[src/rtl/if_id_hazard_stage_if.sv]
// Bundles the fetch-side inputs, ID/EX feedback and decode-side outputs of the IF/ID stage.
// The master drives fetch and hazard inputs. The slave is the stage itself.
interface if_id_hazard_stage_if #(
  parameter int N     = 32,
  parameter int CNT_W = 16
);
  logic             enable;
  logic [N-1:0]     pc_i;
  logic [N-1:0]     pc4_i;
  logic [N-1:0]     instr_i;
  logic             id_ex_mem_read;
  logic [4:0]       id_ex_rd;
  logic             redirect;
  logic [N-1:0]     pc_o;
  logic [N-1:0]     pc4_o;
  logic [N-1:0]     instr_o;
  logic             valid_o;
  logic             pc_write;
  logic             bubble;
  logic [1:0]       state_o;
  logic [CNT_W-1:0] stall_cnt;
  logic [CNT_W-1:0] flush_cnt;

  modport master (
    output enable, pc_i, pc4_i, instr_i, id_ex_mem_read, id_ex_rd, redirect,
    input  pc_o, pc4_o, instr_o, valid_o, pc_write, bubble, state_o, stall_cnt, flush_cnt
  );

  modport slave (
    input  enable, pc_i, pc4_i, instr_i, id_ex_mem_read, id_ex_rd, redirect,
    output pc_o, pc4_o, instr_o, valid_o, pc_write, bubble, state_o, stall_cnt, flush_cnt
  );
endinterface

[src/rtl/if_id_hazard_stage.sv]
// IF/ID pipeline register with load-use stall detection, redirect flush sequencing,
// and saturating stall/flush event counters.
module if_id_hazard_stage #(
  parameter int             N         = 32,
  parameter int             FLUSH_CYC = 1,
  parameter int             CNT_W     = 16,
  parameter logic [N-1:0]   NOP       = 'h13
) (
  input logic                 clk,
  input logic                 reset,
  if_id_hazard_stage_if.slave bus
);

  typedef enum logic [1:0] {RUN = 2'd0, FLUSH = 2'd1} state_t;

  localparam logic [3:0] FLUSH_LOAD = 4'(FLUSH_CYC - 1);

  state_t           state_reg, state_next;
  logic [3:0]       flush_ctr_reg, flush_ctr_next;
  logic [N-1:0]     pc_reg, pc_next;
  logic [N-1:0]     pc4_reg, pc4_next;
  logic [N-1:0]     instr_reg, instr_next;
  logic             valid_reg, valid_next;
  logic [CNT_W-1:0] stall_cnt_reg, stall_cnt_next;
  logic [CNT_W-1:0] flush_cnt_reg, flush_cnt_next;
  logic [1:0]       rs_match;
  logic             hazard;

  // rs1 sits at [19:15], rs2 at [24:20]
  genvar gi;
  for (gi = 0; gi < 2; gi++) begin : g_rs_match
    assign rs_match[gi] = (instr_reg[15 + 5*gi +: 5] == bus.id_ex_rd);
  end

  assign hazard = valid_reg & bus.id_ex_mem_read & (bus.id_ex_rd != 5'd0) & (|rs_match);

  always_ff @(posedge clk) begin
    if (!reset) begin
      state_reg     <= RUN;
      flush_ctr_reg <= 4'd0;
      pc_reg        <= '0;
      pc4_reg       <= '0;
      instr_reg     <= NOP;
      valid_reg     <= 1'b0;
      stall_cnt_reg <= '0;
      flush_cnt_reg <= '0;
    end else begin
      state_reg     <= state_next;
      flush_ctr_reg <= flush_ctr_next;
      pc_reg        <= pc_next;
      pc4_reg       <= pc4_next;
      instr_reg     <= instr_next;
      valid_reg     <= valid_next;
      stall_cnt_reg <= stall_cnt_next;
      flush_cnt_reg <= flush_cnt_next;
    end
  end

  always_comb begin
    state_next     = state_reg;
    flush_ctr_next = flush_ctr_reg;
    pc_next        = pc_reg;
    pc4_next       = pc4_reg;
    instr_next     = instr_reg;
    valid_next     = valid_reg;
    stall_cnt_next = stall_cnt_reg;
    flush_cnt_next = flush_cnt_reg;
    if (bus.enable) begin
      if (bus.redirect) begin
        state_next     = FLUSH;
        flush_ctr_next = FLUSH_LOAD;
        pc_next        = bus.pc_i;
        pc4_next       = bus.pc4_i;
        instr_next     = NOP;
        valid_next     = 1'b0;
        if (flush_cnt_reg != '1) flush_cnt_next = flush_cnt_reg + 1'b1;
      end else if (hazard) begin
        if (stall_cnt_reg != '1) stall_cnt_next = stall_cnt_reg + 1'b1;
      end else if (state_reg == FLUSH && flush_ctr_reg != 4'd0) begin
        flush_ctr_next = flush_ctr_reg - 4'd1;
        pc_next        = bus.pc_i;
        pc4_next       = bus.pc4_i;
        instr_next     = NOP;
        valid_next     = 1'b0;
      end else begin
        // The edge that leaves FLUSH captures the fetch stream, so invalid time is FLUSH_CYC cycles
        state_next     = RUN;
        pc_next        = bus.pc_i;
        pc4_next       = bus.pc4_i;
        instr_next     = bus.instr_i;
        valid_next     = 1'b1;
      end
    end
  end

  always_comb begin
    bus.pc_write = 1'b0;
    bus.bubble   = 1'b0;
    if (bus.enable) begin
      if (bus.redirect) begin
        bus.pc_write = 1'b1;
        bus.bubble   = 1'b1;
      end else if (hazard) begin
        bus.bubble   = 1'b1;
      end else begin
        bus.pc_write = 1'b1;
      end
    end
  end

  assign bus.pc_o      = pc_reg;
  assign bus.pc4_o     = pc4_reg;
  assign bus.instr_o   = instr_reg;
  assign bus.valid_o   = valid_reg;
  assign bus.state_o   = state_reg;
  assign bus.stall_cnt = stall_cnt_reg;
  assign bus.flush_cnt = flush_cnt_reg;

endmodule

[src/flat_wrapper.sv]
// flat-port wrapper written by rule: the top's interface ports become plain ports
module if_id_hazard_stage_flat 
#(
  parameter int             N         = 32,
  parameter int             FLUSH_CYC = 1,
  parameter int             CNT_W     = 16,
  parameter logic [N-1:0]   NOP       = 'h13
)
  (clk, reset, bus_enable, bus_pc_i, bus_pc4_i, bus_instr_i, bus_id_ex_mem_read, bus_id_ex_rd, bus_redirect, bus_pc_o, bus_pc4_o, bus_instr_o, bus_valid_o, bus_pc_write, bus_bubble, bus_state_o, bus_stall_cnt, bus_flush_cnt);
  if_id_hazard_stage_if #(.N(N), .CNT_W(CNT_W)) bus_i ();
  input logic clk;
  input logic reset;
  input wire logic [$bits(bus_i.enable)-1:0] bus_enable;
  input wire logic [$bits(bus_i.pc_i)-1:0] bus_pc_i;
  input wire logic [$bits(bus_i.pc4_i)-1:0] bus_pc4_i;
  input wire logic [$bits(bus_i.instr_i)-1:0] bus_instr_i;
  input wire logic [$bits(bus_i.id_ex_mem_read)-1:0] bus_id_ex_mem_read;
  input wire logic [$bits(bus_i.id_ex_rd)-1:0] bus_id_ex_rd;
  input wire logic [$bits(bus_i.redirect)-1:0] bus_redirect;
  output wire logic [$bits(bus_i.pc_o)-1:0] bus_pc_o;
  output wire logic [$bits(bus_i.pc4_o)-1:0] bus_pc4_o;
  output wire logic [$bits(bus_i.instr_o)-1:0] bus_instr_o;
  output wire logic [$bits(bus_i.valid_o)-1:0] bus_valid_o;
  output wire logic [$bits(bus_i.pc_write)-1:0] bus_pc_write;
  output wire logic [$bits(bus_i.bubble)-1:0] bus_bubble;
  output wire logic [$bits(bus_i.state_o)-1:0] bus_state_o;
  output wire logic [$bits(bus_i.stall_cnt)-1:0] bus_stall_cnt;
  output wire logic [$bits(bus_i.flush_cnt)-1:0] bus_flush_cnt;
  assign bus_i.enable = bus_enable;
  assign bus_i.pc_i = bus_pc_i;
  assign bus_i.pc4_i = bus_pc4_i;
  assign bus_i.instr_i = bus_instr_i;
  assign bus_i.id_ex_mem_read = bus_id_ex_mem_read;
  assign bus_i.id_ex_rd = bus_id_ex_rd;
  assign bus_i.redirect = bus_redirect;
  assign bus_pc_o = bus_i.pc_o;
  assign bus_pc4_o = bus_i.pc4_o;
  assign bus_instr_o = bus_i.instr_o;
  assign bus_valid_o = bus_i.valid_o;
  assign bus_pc_write = bus_i.pc_write;
  assign bus_bubble = bus_i.bubble;
  assign bus_state_o = bus_i.state_o;
  assign bus_stall_cnt = bus_i.stall_cnt;
  assign bus_flush_cnt = bus_i.flush_cnt;
  if_id_hazard_stage #(.N(N), .FLUSH_CYC(FLUSH_CYC), .CNT_W(CNT_W), .NOP(NOP)) u_core (.clk(clk), .reset(reset), .bus(bus_i));
endmodule
[config.mk]
export PLATFORM = sky130hd
export DESIGN_NAME = if_id_hazard_stage_flat
export DESIGN_NICKNAME = d
export VERILOG_FILES = /design/src/rtl/if_id_hazard_stage_if.sv /design/src/rtl/if_id_hazard_stage.sv /design/src/flat_wrapper.sv
export SDC_FILE = /design/constraint.sdc
export NUM_CORES = 1
export LEC_CHECK = 0
export BUFFER_PORTS_ARGS = -buffer_cell sky130_fd_sc_hd__buf_4
export CAP_MARGIN = 15
export CELL_PAD_IN_SITES_DETAIL_PLACEMENT = 2
export CELL_PAD_IN_SITES_GLOBAL_PLACEMENT = 2
export CORE_MARGIN = 1
export CORE_UTILIZATION = 27
export CTS_BUF_LIST = sky130_fd_sc_hd__clkbuf_2
export DETAILED_ROUTE_END_ITERATION = 16
export PLACE_DENSITY_LB_ADDON = 0.1
export SETUP_SLACK_MARGIN = 0.05
export SLEW_MARGIN = 20
export SYNTH_ARGS = -nofsm -noshare
export SYNTH_HDL_FRONTEND = slang
export SYNTH_SLANG_ARGS = --single-unit
[constraint.sdc]
create_clock -name clk -period 2.7 [get_ports clk]
set_clock_uncertainty 0.15 [all_clocks]
set_input_delay 0.135 -clock clk [delete_from_list [all_inputs] [get_ports clk]]
set_output_delay 0.135 -clock clk [all_outputs]
set_load 0.02 [all_outputs]
Yosys cells after proc, flatten, opt, wreduce, memory -nomap -nowiden
Index checks and enable logic that the tools add are counted.
W data, S select, Z words.
- equality and inequality tests: 7
- add/subtract/negate cells: 3
- bitwise operators: 4
- reduce and logical (&&, ||, !) cells: 10
- muxes and demuxes: 22
- operator list (cell ; count):
    $mux W32 ; 7
    $add A16 B1 Y16 const B ; 2
    $ne A16 B16 Y1 const B ; 2
    $mux W4 ; 3
    $eq A5 B5 Y1 ; 2
    $mux W1 ; 9
    $reduce_and A3 Y1 ; 3
    $mux W2 ; 3
    $reduce_bool A5 Y1 ; 1
    $ne A2 B2 Y1 const B ; 2
    $reduce_and A4 Y1 ; 1
    $reduce_bool A4 Y1 ; 1
    $sub A4 B1 Y4 const B ; 1
    $and A1 B1 Y1 ; 3
    $eq A2 B1 Y1 const B ; 1
    $reduce_and A2 Y1 ; 1
    $reduce_bool A2 Y1 ; 1
    $reduce_or A2 Y1 ; 1
    $logic_and A1 B1 Y1 ; 1
    $not A1 Y1 ; 1
- bits in registers: 135

Longest topological paths before layout
Gate-level depths: netlist of the first run.
- word-level depth: 6
- depth in mapped cells: 10

Worst setup path after synthesis of the first run
Ideal clock, no wire load.
- kind: flip-flop to flip-flop
- start: reg u_core.instr_reg[19] (netlist: u_core.bus.instr_o[19])
- end: reg u_core.stall_cnt_reg[11] (netlist: u_core.bus.stall_cnt[11])
- library setup time: 0.135 ns
- buffers on the path: 2
- slack: 0.357 ns
- cell stages (with the launch flop): 9
- arrival time: 2.058 ns
- clock period less this slack: 2.343 ns
- cell sequence: dfxtp_1 xnor2_1 nand3_1 o22a_1 or3_1 buf_2 buf_2 o311ai_0 o41ai_1
- word-level cells in the longest chain between the ends: 4
- ends and longest elaborated chain (element ; line ; RTL):
    from (decl) ; if_id_hazard_stage.sv:22 ; logic [N-1:0] instr_reg, instr_next;
    from (signal assigned) ; if_id_hazard_stage.sv:52 ; instr_reg <= instr_next;
    $eq A5 B5 Y1 ; if_id_hazard_stage.sv:32 ; assign rs_match[gi] = (instr_reg[15 + 5*gi +: 5] == bus.id_ex_rd);
    $reduce_or A2 Y1 ; if_id_hazard_stage.sv:35 ; assign hazard = valid_reg & bus.id_ex_mem_read & (bus.id_ex_rd != 5'd0) & (|rs_match);
    $and A1 B1 Y1 ; if_id_hazard_stage.sv:35 ;
    $reduce_and A4 Y1 (no source line) ; n/a ;
    to (signal assigned) ; if_id_hazard_stage.sv:54 ; stall_cnt_reg <= stall_cnt_next;
    to (decl) ; if_id_hazard_stage.sv:24 ; logic [CNT_W-1:0] stall_cnt_reg, stall_cnt_next;
No other way between the ends.
A chain may end at the register's enable or synchronous reset.

Worst setup path in the final report of the first run
- start: reg u_core.instr_reg[19] (netlist: u_core.bus.instr_o[19])
- end: reg u_core.pc4_reg[4] (netlist: u_core.bus.pc4_o[4])
- word-level cells in the longest chain between the ends: 5
- ends and longest elaborated chain (element ; line ; RTL):
    $eq A5 B5 Y1 ; if_id_hazard_stage.sv:32 ;
    $reduce_or A2 Y1 ; if_id_hazard_stage.sv:35 ;
    $and A1 B1 Y1 ; if_id_hazard_stage.sv:35 ;
    $ne A2 B2 Y1 (no source line) ; n/a ;
    $reduce_and A2 Y1 (no source line) ; n/a ;
    to (signal assigned) ; if_id_hazard_stage.sv:51 ; pc4_reg <= pc4_next;
    to (decl) ; if_id_hazard_stage.sv:21 ; logic [N-1:0] pc4_reg, pc4_next;
No other way between the ends.

==> impl_metrics.env, run 1 <==
export IMPL_status="complete, no violations"
export IMPL_synthesis_nets=744
export IMPL_synth_largest_area_cell="dfxtp_1"
export IMPL_crit_chain="xnor2_2, nand3_2, o22a_4, o21ai_4, inv_4, buf_4, clkbuf_16, nand2_1, dlygate4sd3_1, a21boi_0"
export IMPL_place_congestion=0.7573
export IMPL_avgRoutedWirePerCell_um=21.82
export IMPL_pwr_density_cell_nw_per_um2=426.7
export IMPL_yosysSeqAreaShare_pct=47.99
export IMPL_num_rows=52
export IMPL_start_util_pct=27.63
export IMPL_nets=1197
export IMPL_post_place_cells=1108
export IMPL_finalMaxSlewViolations=0
export IMPL_synth_cell_types=51
export IMPL_grt_pass1_wl_um=43640
export IMPL_rsz0062_at_grt="yes"
export IMPL_crit_fanout=11
export IMPL_cpLargestDelayFamily="buffers and inverters"
export IMPL_finalCriticalPeriod_ns=2.690
export IMPL_synth_area_um2=5590
export IMPL_clockBufferDepth=2
export IMPL_max_stage_delay_ns=0.56
export IMPL_clock_sinks=134
export IMPL_core_area_um2=20230
export IMPL_ys_ff_latch=134
export IMPL_die_y_um=145.9
export IMPL_fmax_mhz=371.7
export IMPL_critPathSlowestCell="dlygate4sd3_1"
export IMPL_yosysWarnings=0
export IMPL_grt_start_max_net_pins=71
export IMPL_yosys_top_cells_area="dfxtp_1 (48%), nand2_1 (10%), a21boi_0 (9.3%), a22oi_1 (3.9%), nor2b_1 (3.8%)"
export IMPL_hp_class="in2reg"
export IMPL_cts_made_buffers=17
export IMPL_hpwl_um=13830
export IMPL_placed_area_um2=7637
export IMPL_drive_gt1_share_pct=29.55
export IMPL_dr_pass1_iters=4
export IMPL_clk_pin_slew_ns=0.24
export IMPL_vias=6570
export IMPL_required_ns=3.15
export IMPL_path_buf_inv=4
export IMPL_htree_levels=4
export IMPL_io_pins=239
export IMPL_cts_tree="built"
export IMPL_seq_power_share_pct=48.2
export IMPL_dpl_worst_slack_ns=0.09174
export IMPL_cap_violations=0
export IMPL_die_area_um2=21280
export IMPL_final_area_um2=10320
export IMPL_avgSynthCellArea_um2=8.818
export IMPL_viasPerCell=4.789
export IMPL_finalHoldViolCount=0
export IMPL_netlist_instances=634
export IMPL_post_route_drc_count=0
export IMPL_pwr_share_comb_pct=22.8
export IMPL_post_route_period_util_pct=99.63
export IMPL_root_buffer="clkbuf_2"
export IMPL_synthArstFlopShare_pct=0
export IMPL_synth_top_area_share_pct=47.99
export IMPL_final_util_pct=51.00
export IMPL_pwr_share_clk_pct=29.0
export IMPL_wl_um=29930
export IMPL_insertion_delay_ns=0.77
export IMPL_fin_ws_ns=0.009866
export IMPL_arrival_ns=3.14
export IMPL_final_common_cell="buf_4"
export IMPL_internal_power_uw=3024
export IMPL_instances_no_fill=1372
export IMPL_ant_nets=0
export IMPL_synthFlopType="dfxtp_1"
export IMPL_grt_pass1_vias=7374
export IMPL_die_w_um=145.9
export IMPL_portBuffers=237
export IMPL_switching_share_pct=31.34
export IMPL_final_cell_mix="buf_4 (256), dlygate4sd3_1 (211), nand2_1 (150), dfxtp_1 (125), a21boi_0 (66)"
export IMPL_endpoint_kind="flip-flop"
export IMPL_setup_violations=0
export IMPL_grtUsageTotal_pct=26.73
export IMPL_slew_headroom_pct=59.23
export IMPL_power_switching_uw=1380
export IMPL_worstMarginPinSlew_ns=0.6115
export IMPL_grt_overflow_total=0
export IMPL_synth_edf_count=0
export IMPL_ir_drop_mv=0.2344
export IMPL_syn2layout_area_growth_pct=84.60
export IMPL_antenna_found_initial=2
export IMPL_drt_initial_drc_count=140
export IMPL_critPathKind="reg2reg"
export IMPL_start_kind="flip-flop"
export IMPL_leakage_uw=0.004365
==> stage by stage <==
stage	power, uW	setup TNS (ns)	hold WS, ns
final	4404	0	0.04688
after detailed placement	2780	0	0.2548
after CTS	4275	0	0.001311
after floorplan	2447	0	0.1299
after global placement	2751	0	0.2443
after global routing	4613	-1.156	-0.01283
==> kinds of logic (layout without fill, tap and decap cells) <==
group                      Yosys count  in the layout  synth area share [%]
muxes                               11             11                 1.970
buffers and inverters               51            517                 4.163
AOI/OAI and AO/OA                  131            131                 17.17
adders and majority gates            4              4                0.8953
DFF                                134            134                 47.99
other                                1              3               0.06708
and+or+nand+nor                    275            275                 23.52
xor gates and xnor gates            27             27                 4.230
==> layout make-up <==
class                           instances  area (um^2)
Antenna cell                            2        5.005
Tap cell                              270        337.8
Sequential cell                       134         2699
Timing Repair Buffer                  476         4209
Inverter                                9        36.28
Fill cell                            2129         9915
Clock buffer                           19        95.09
Multi-Input combinational cell        449         2806
Clock inverter                         13        131.4
==> power groups by stage <==
| stage | combinational (uW) | sequential (uW) | clock [uW] |
|---|---|---|---|
| finish | 1000 | 2120 | 1280 |
| global route | 1060 | 2140 | 1420 |
| CTS | 887 | 2110 | 1280 |
| detailed placement | 631 | 2150 | 0 |
| global placement | 608 | 2140 | 0 |
| floorplan | 214 | 2230 | 0 |
==> final timing paths <==
check | start | slack, ns | depth (start not counted) | end
max | u_core.bus.instr_o[19] | 0.01 | 10 | u_core.bus.pc4_o[4]
min | bus_instr_i[19] | 0.05 | 4 | u_core.bus.instr_o[19]
min reg2reg | u_core.bus.pc_o[1] | 0.35 | 2 | u_core.bus.pc_o[1]
max reg2reg | u_core.bus.instr_o[19] | 0.01 | 10 | u_core.bus.pc4_o[4]
==> worst min-delay path, cell delays in order <==
cell,delay (ns)
dlygate4sd3_1,0.54
buf_4,0.11
a22oi_1,0.07
nor2b_1,0.10
==> synth_stat cells (5+ instances only) <==
| cell type | count |
|---|---|
| nand2b_1 | 6 |
| nor3_1 | 7 |
| nor2_1 | 9 |
| nand2_1 | 152 |
| or3_1 | 5 |
| clkbuf_1 | 21 |
| inv_1 | 8 |
| buf_2 | 15 |
| a22oi_1 | 29 |
| nor2b_1 | 34 |
| mux2i_1 | 11 |
| and2_1 | 17 |
| nor4_1 | 5 |
| o21ai_0 | 8 |
| xor2_1 | 7 |
| dfxtp_1 | 134 |
| o211ai_1 | 5 |
| xnor2_1 | 20 |
| and4_1 | 5 |
| a21boi_0 | 69 |
| nand3_1 | 17 |
==> metal layers <==
layer	part of all wire, %	vias to the layer above	track usage (%)
met4	3.4	0	11.84
met2	54	190	49.45
met3	3.7	58	5.831
li1	-	3054	-
met1	38	3268	29.01
met5	0	-	0
==> what timing repair did <==
action / in CTS / in global routing
buffers inserted: 6 / 11
hold endpoints to repair: 134 / 3
setup endpoints to repair: 3 / 34
gates resized for setup: 9 / 28
hold buffers: 208 / 3
pin swaps: 5 / 12
gates cloned: 1 / 1
Power figures use the tool's default switching activity.
==> inputs of run 2 (changes only) <==
Settings changed: CELL_PAD_IN_SITES_DETAIL_PLACEMENT 2 to default, CELL_PAD_IN_SITES_GLOBAL_PLACEMENT 2 to default, CORE_UTILIZATION 27 to 49, PLACE_DENSITY from default to 0.82, PLACE_DENSITY_LB_ADDON 0.1 to default.
==> run 2 against run 1 <==
Global-route usage grew 8.4 points. Final area down 13%. Wire length shrank 32%. Non-clock buffer count down 108. Sequential share of layout area grew 4.0 points. Worst hold slack better by 0.016 ns. Critical path depth decreased by 3.
==> impl_metrics.env, run 2 (synthesized netlist as in run 1, its figures left out) <==
export IMPL_dr_pass1_iters=5
export IMPL_insertion_delay_ns=0.72
export IMPL_clockBufferDepth=2
export IMPL_num_rows=38
export IMPL_avgRoutedWirePerCell_um=18.02
export IMPL_final_cell_mix="buf_4 (248), nand2_1 (152), dfxtp_1 (127), dlygate4sd3_1 (116), a21boi_0 (69)"
export IMPL_cts_made_buffers=17
export IMPL_reg2reg_slack_ns=0.22
export IMPL_leakage_uw=0.003907
export IMPL_grt_use_met2_pct=59.99
export IMPL_grt_start_max_net_pins=109
export IMPL_hp_class="in2reg"
export IMPL_hpwl_um=10830
export IMPL_root_buffer="clkbuf_2"
export IMPL_finalCriticalPeriod_ns=2.583
export IMPL_vias=6117
export IMPL_crit_fanout=19
export IMPL_die_area_um2=11840
export IMPL_placed_area_um2=7450
export IMPL_antenna_cells=0
export IMPL_die_y_um=108.8
export IMPL_grt_pass1_vias=6098
export IMPL_post_route_period_util_pct=95.68
export IMPL_ir_drop_mv=0.3187
export IMPL_setup_violations=0
export IMPL_ant_nets=0
export IMPL_worstMarginPinSlew_ns=0.9055
export IMPL_slew_headroom_pct=39.64
export IMPL_hold_path_cell_count=4
export IMPL_post_place_cells=978
export IMPL_rsz0062_at_grt="yes"
export IMPL_drt_initial_drc_count=393
export IMPL_required_ns=2.41
export IMPL_antenna_found_initial=0
export IMPL_drive_gt1_share_pct=29.70
export IMPL_post_route_drc_count=0
export IMPL_die_w_um=108.8
export IMPL_grt_util_met3_pct=11.42
export IMPL_syn2layout_area_growth_pct=59.85
export IMPL_arrival_ns=2.30
export IMPL_grtUsageTotal_pct=35.16
export IMPL_nets=1089
export IMPL_critPathKind="reg2out"
export IMPL_grt_pass1_wl_um=31350
export IMPL_total_power_uw=3927
export IMPL_cap_violations=0
export IMPL_pwr_density_cell_nw_per_um2=439.5
export IMPL_start_util_pct=50.90
export IMPL_start_kind="flip-flop"
export IMPL_portBuffers=237
export IMPL_cts_tree="built"
export IMPL_grt_overflow_total=0
export IMPL_reg2reg_from="u_core.flush_ctr_reg[0]"
export IMPL_rr_endpoint="u_core.bus.instr_o[0]"
export IMPL_busiest_layer="met2"
export IMPL_clk_pin_slew_ns=0.19
export IMPL_instances_no_fill=1130
export IMPL_final_area_um2=8936
export IMPL_finalMaxSlewViolations=0
export IMPL_final_util_pct=81.36
export IMPL_viasPerCell=5.413
export IMPL_final_common_cell="buf_4"
export IMPL_reg2reg_depth=9
export IMPL_min_from="bus_instr_i[21]"
export IMPL_endpoint_kind="output pin"
export IMPL_finalHoldViolCount=0
export IMPL_status="complete, no violations"
export IMPL_hold_path_end="u_core.bus.instr_o[21]"
export IMPL_io_pins=239
export IMPL_clock_sinks=134
export IMPL_fmax_mhz=387.1
export IMPL_place_congestion=0.8520
export IMPL_globalRouteMet1Util_pct=36.33
export IMPL_core_area_um2=10980
export IMPL_htree_levels=4
export IMPL_wl_um=20370
## run 2: worst max-delay path by stage
stage | from | to | slack (ns) | cells past startpoint
after floorplan | u_core.bus.instr_o[19] | u_core.bus.stall_cnt[11] | 0.36 | 8
after global placement | u_core.bus.instr_o[15] | u_core.bus.stall_cnt[9] | 0.35 | 6
after detailed placement | u_core.bus.instr_o[15] | u_core.bus.stall_cnt[9] | 0.31 | 6
after CTS | u_core.bus.instr_o[15] | bus_pc_write | 0.06 | 8
after global routing | u_core.bus.instr_o[17] | bus_pc_write | -0.06 | 7
final | u_core.bus.instr_o[17] | bus_pc_write | 0.12 | 7
## run 2: worst max-delay path, cell delays in order, from the launching register on
cell,delay [ns]
dfxtp_4,0.40
xnor2_2,0.17
nand3_2,0.11
o22a_1,0.26
buf_6,0.14
o21ai_4,0.17
inv_4,0.14
buf_4,0.19
## run 2: repair_timing
action	CTS	global route
endpoints found under the hold margin	133	0
pin swaps	3	6
resized for setup	7	14
setup endpoints to repair	1	19
hold buffers	117	0
setup buffers	3	2
gates cloned	2	0
## run 2: final cells by class
| type | instances | area, um^2 |
|---|---|---|
| timing repair buffer | 368 | 3110 |
| fill | 625 | 2047 |
| multi-input combinational | 449 | 2753 |
| sequential | 134 | 2696 |
| inverter | 9 | 36.28 |
| clock buffer | 20 | 100.1 |
| clock inverter | 10 | 65.06 |
| tap | 140 | 175.2 |
## run 2: routing by layer
metal  wire, um  vias to the layer above
li1           -                     2833
met1       7465                     2864
met2      10030                      322
met3       1720                       98
met4       1153                        0
met5          0                        -
## run 2: power by group
group          internal [uW]  switching [uW]  total (uW)
Clock                    308             697        1000
Sequential              2060            55.2        2110
Combinational            422             387         809
## run 2: metrics by stage
step | hold WS [ns] | worst slack (ns) | TNS (ns)
finish | 0.06282 | 0.1165 | 0
global route | 0.02383 | -0.05776 | -0.06628
CTS | 0.01245 | 0.05572 | 0
detailed placement | 0.2503 | 0.3090 | 0
global placement | 0.2424 | 0.3473 | 0
floorplan | 0.1299 | 0.3566 | 0
==> inputs of run 3 (changes only) <==
Settings changed: RECOVER_POWER from default to 25.
==> run 3 against run 2 <==
Worst hold slack worse by 0.0032 ns. Utilization is 2.2 points lower. Final cell count unchanged. Register-to-register slack is essentially flat. First-iteration DRC count decreased by 0.51%. Clock power about the same. Setup slack better by 0.0021 ns. Critical path depth did not move. Fmax about the same. Clock-buffer cell count is the same. Sequential power hardly changed. Critical path type unchanged. Largest cell class unchanged.
==> impl_metrics.env, run 3 (synthesized netlist as in run 1, its figures left out) <==
export IMPL_dr_pass1_iters=5
export IMPL_root_buffer="clkbuf_2"
export IMPL_clk_pin_slew_ns=0.19
export IMPL_portBuffers=237
export IMPL_grt_start_max_net_pins=109
export IMPL_cap_violations=0
export IMPL_ant_nets=0
export IMPL_insertion_delay_ns=0.72
export IMPL_nets=1089
export IMPL_post_route_period_util_pct=95.61
export IMPL_setup_violations=0
export IMPL_worstMarginPinSlew_ns=0.9075
export IMPL_status="complete, no violations"
export IMPL_final_cell_mix="buf_4 (185), nand2_1 (152), dfxtp_1 (128), dlygate4sd3_1 (116), a21boi_0 (69)"
export IMPL_pwr_density_cell_nw_per_um2=446.6
export IMPL_die_w_um=108.8
export IMPL_start_util_pct=50.90
export IMPL_critPathKind="reg2out"
export IMPL_arrival_ns=2.30
export IMPL_seqCellArea_um2=2695
export IMPL_post_place_cells=978
export IMPL_num_rows=38
export IMPL_syn2layout_area_growth_pct=55.60
export IMPL_slew_headroom_pct=39.50
export IMPL_drive_gt1_share_pct=23.23
export IMPL_clock_sinks=134
export IMPL_place_congestion=0.8520
export IMPL_endpoint_kind="output pin"
export IMPL_grt_pass1_wl_um=31350
export IMPL_leakage_uw=0.003651
export IMPL_fill_cells=713
export IMPL_finalHoldViolCount=0
export IMPL_cts_made_buffers=17
export IMPL_cts_tree="built"
export IMPL_start_kind="flip-flop"
export IMPL_fmax_mhz=387.4
export IMPL_avgRoutedWirePerCell_um=18.05
export IMPL_total_power_uw=3885
export IMPL_multi_input_area_um2=2753
export IMPL_hpwl_um=10830
export IMPL_clockBufferDepth=2
export IMPL_rsz0062_at_grt="yes"
export IMPL_antenna_cells=0
export IMPL_grt_pass1_vias=6098
export IMPL_final_area_um2=8698
export IMPL_placed_area_um2=7450
export IMPL_die_area_um2=11840
export IMPL_finalCriticalPeriod_ns=2.581
export IMPL_ir_drop_mv=0.3120
export IMPL_finalMaxSlewViolations=0
export IMPL_viasPerCell=5.405
export IMPL_post_route_drc_count=0
export IMPL_wl_um=20390
export IMPL_core_area_um2=10980
export IMPL_final_common_cell="buf_4"
export IMPL_grtUsageTotal_pct=35.16
export IMPL_crit_fanout=19
export IMPL_io_pins=239
export IMPL_drt_initial_drc_count=391
export IMPL_htree_levels=4
export IMPL_die_y_um=108.8
export IMPL_instances_no_fill=1130
export IMPL_hp_class="in2reg"
export IMPL_vias=6108
export IMPL_required_ns=2.41
export IMPL_antenna_found_initial=0
export IMPL_grt_overflow_total=0
## run 3: cell types whose count changed in the layout (fill, tap and decap cells not counted), sizes merged
| cell | delta |
|---|---|
| clkbuf | +63 |
| buf | -63 |
## run 3: metal layers
metal / share of wire (%) / global-route usage [%] / wire length, um / up-vias
met3: 8.6 / 11.42 / 1751 / 101
met5: 0 / 0 / 0 / -
met4: 6.0 / 25.10 / 1215 / 0
li1: - / - / - / 2837
met2: 49 / 59.99 / 9901 / 327
met1: 37 / 36.33 / 7525 / 2843
## run 3: where the power goes
group	total (uW)	switching (uW)	internal [uW]
sequential	2110	53.9	2060
clock	1000	694	308
combinational	771	387	384
total	3880	1140	2750
## run 3: path summary, 6_finish.rpt
path	start	to	slack [ns]	cells past startpoint
worst max-delay path	u_core.bus.instr_o[17]	bus_pc_write	0.12	7
worst min register to register	u_core.bus.pc4_o[19]	u_core.bus.pc4_o[19]	0.33	2
worst min-delay path	bus_instr_i[22]	u_core.bus.instr_o[22]	0.06	4
worst max register to register	u_core.flush_ctr_reg[0]	u_core.bus.instr_o[0]	0.23	9
## run 3: through the flow
stage	setup slack (ns)	hold WS, ns	setup TNS (ns)	util (%)
2_1_floorplan	0.3566	0.1299	0	-
3_3_place_gp	0.3473	0.2424	0	67.83
3_5_place_dp	0.3090	0.2503	0	67.83
4_1_cts	0.05572	0.01245	0	80.88
5_1_grt	-0.05776	0.02383	-0.06628	79.20
6_report	0.1186	0.05966	0	79.20
## run 3: layout make-up
type	count	area share, %
clock buffer	20	1.151
clock inverter	10	0.7480
inverter	9	0.4171
multi-input combinational	449	31.65
sequential	134	30.98
tap	140	2.014
timing repair buffer	368	33.04
## run 3: critical path: stages, from the launching register on
cell,delay [ns]
dfxtp_4,0.40
xnor2_2,0.17
nand3_2,0.11
o22a_1,0.26
buf_6,0.14
o21ai_4,0.17
inv_4,0.14
buf_4,0.19
## run 3: timing repair
item | 4_1_cts | 5_1_grt
hold endpoints to repair | 133 | 0
endpoints found under the setup margin | 1 | 19
hold buffers | 117 | 0
resized for setup | 7 | 14
cloned | 2 | 0
buffers inserted | 3 | 2
pin swaps | 3 | 6
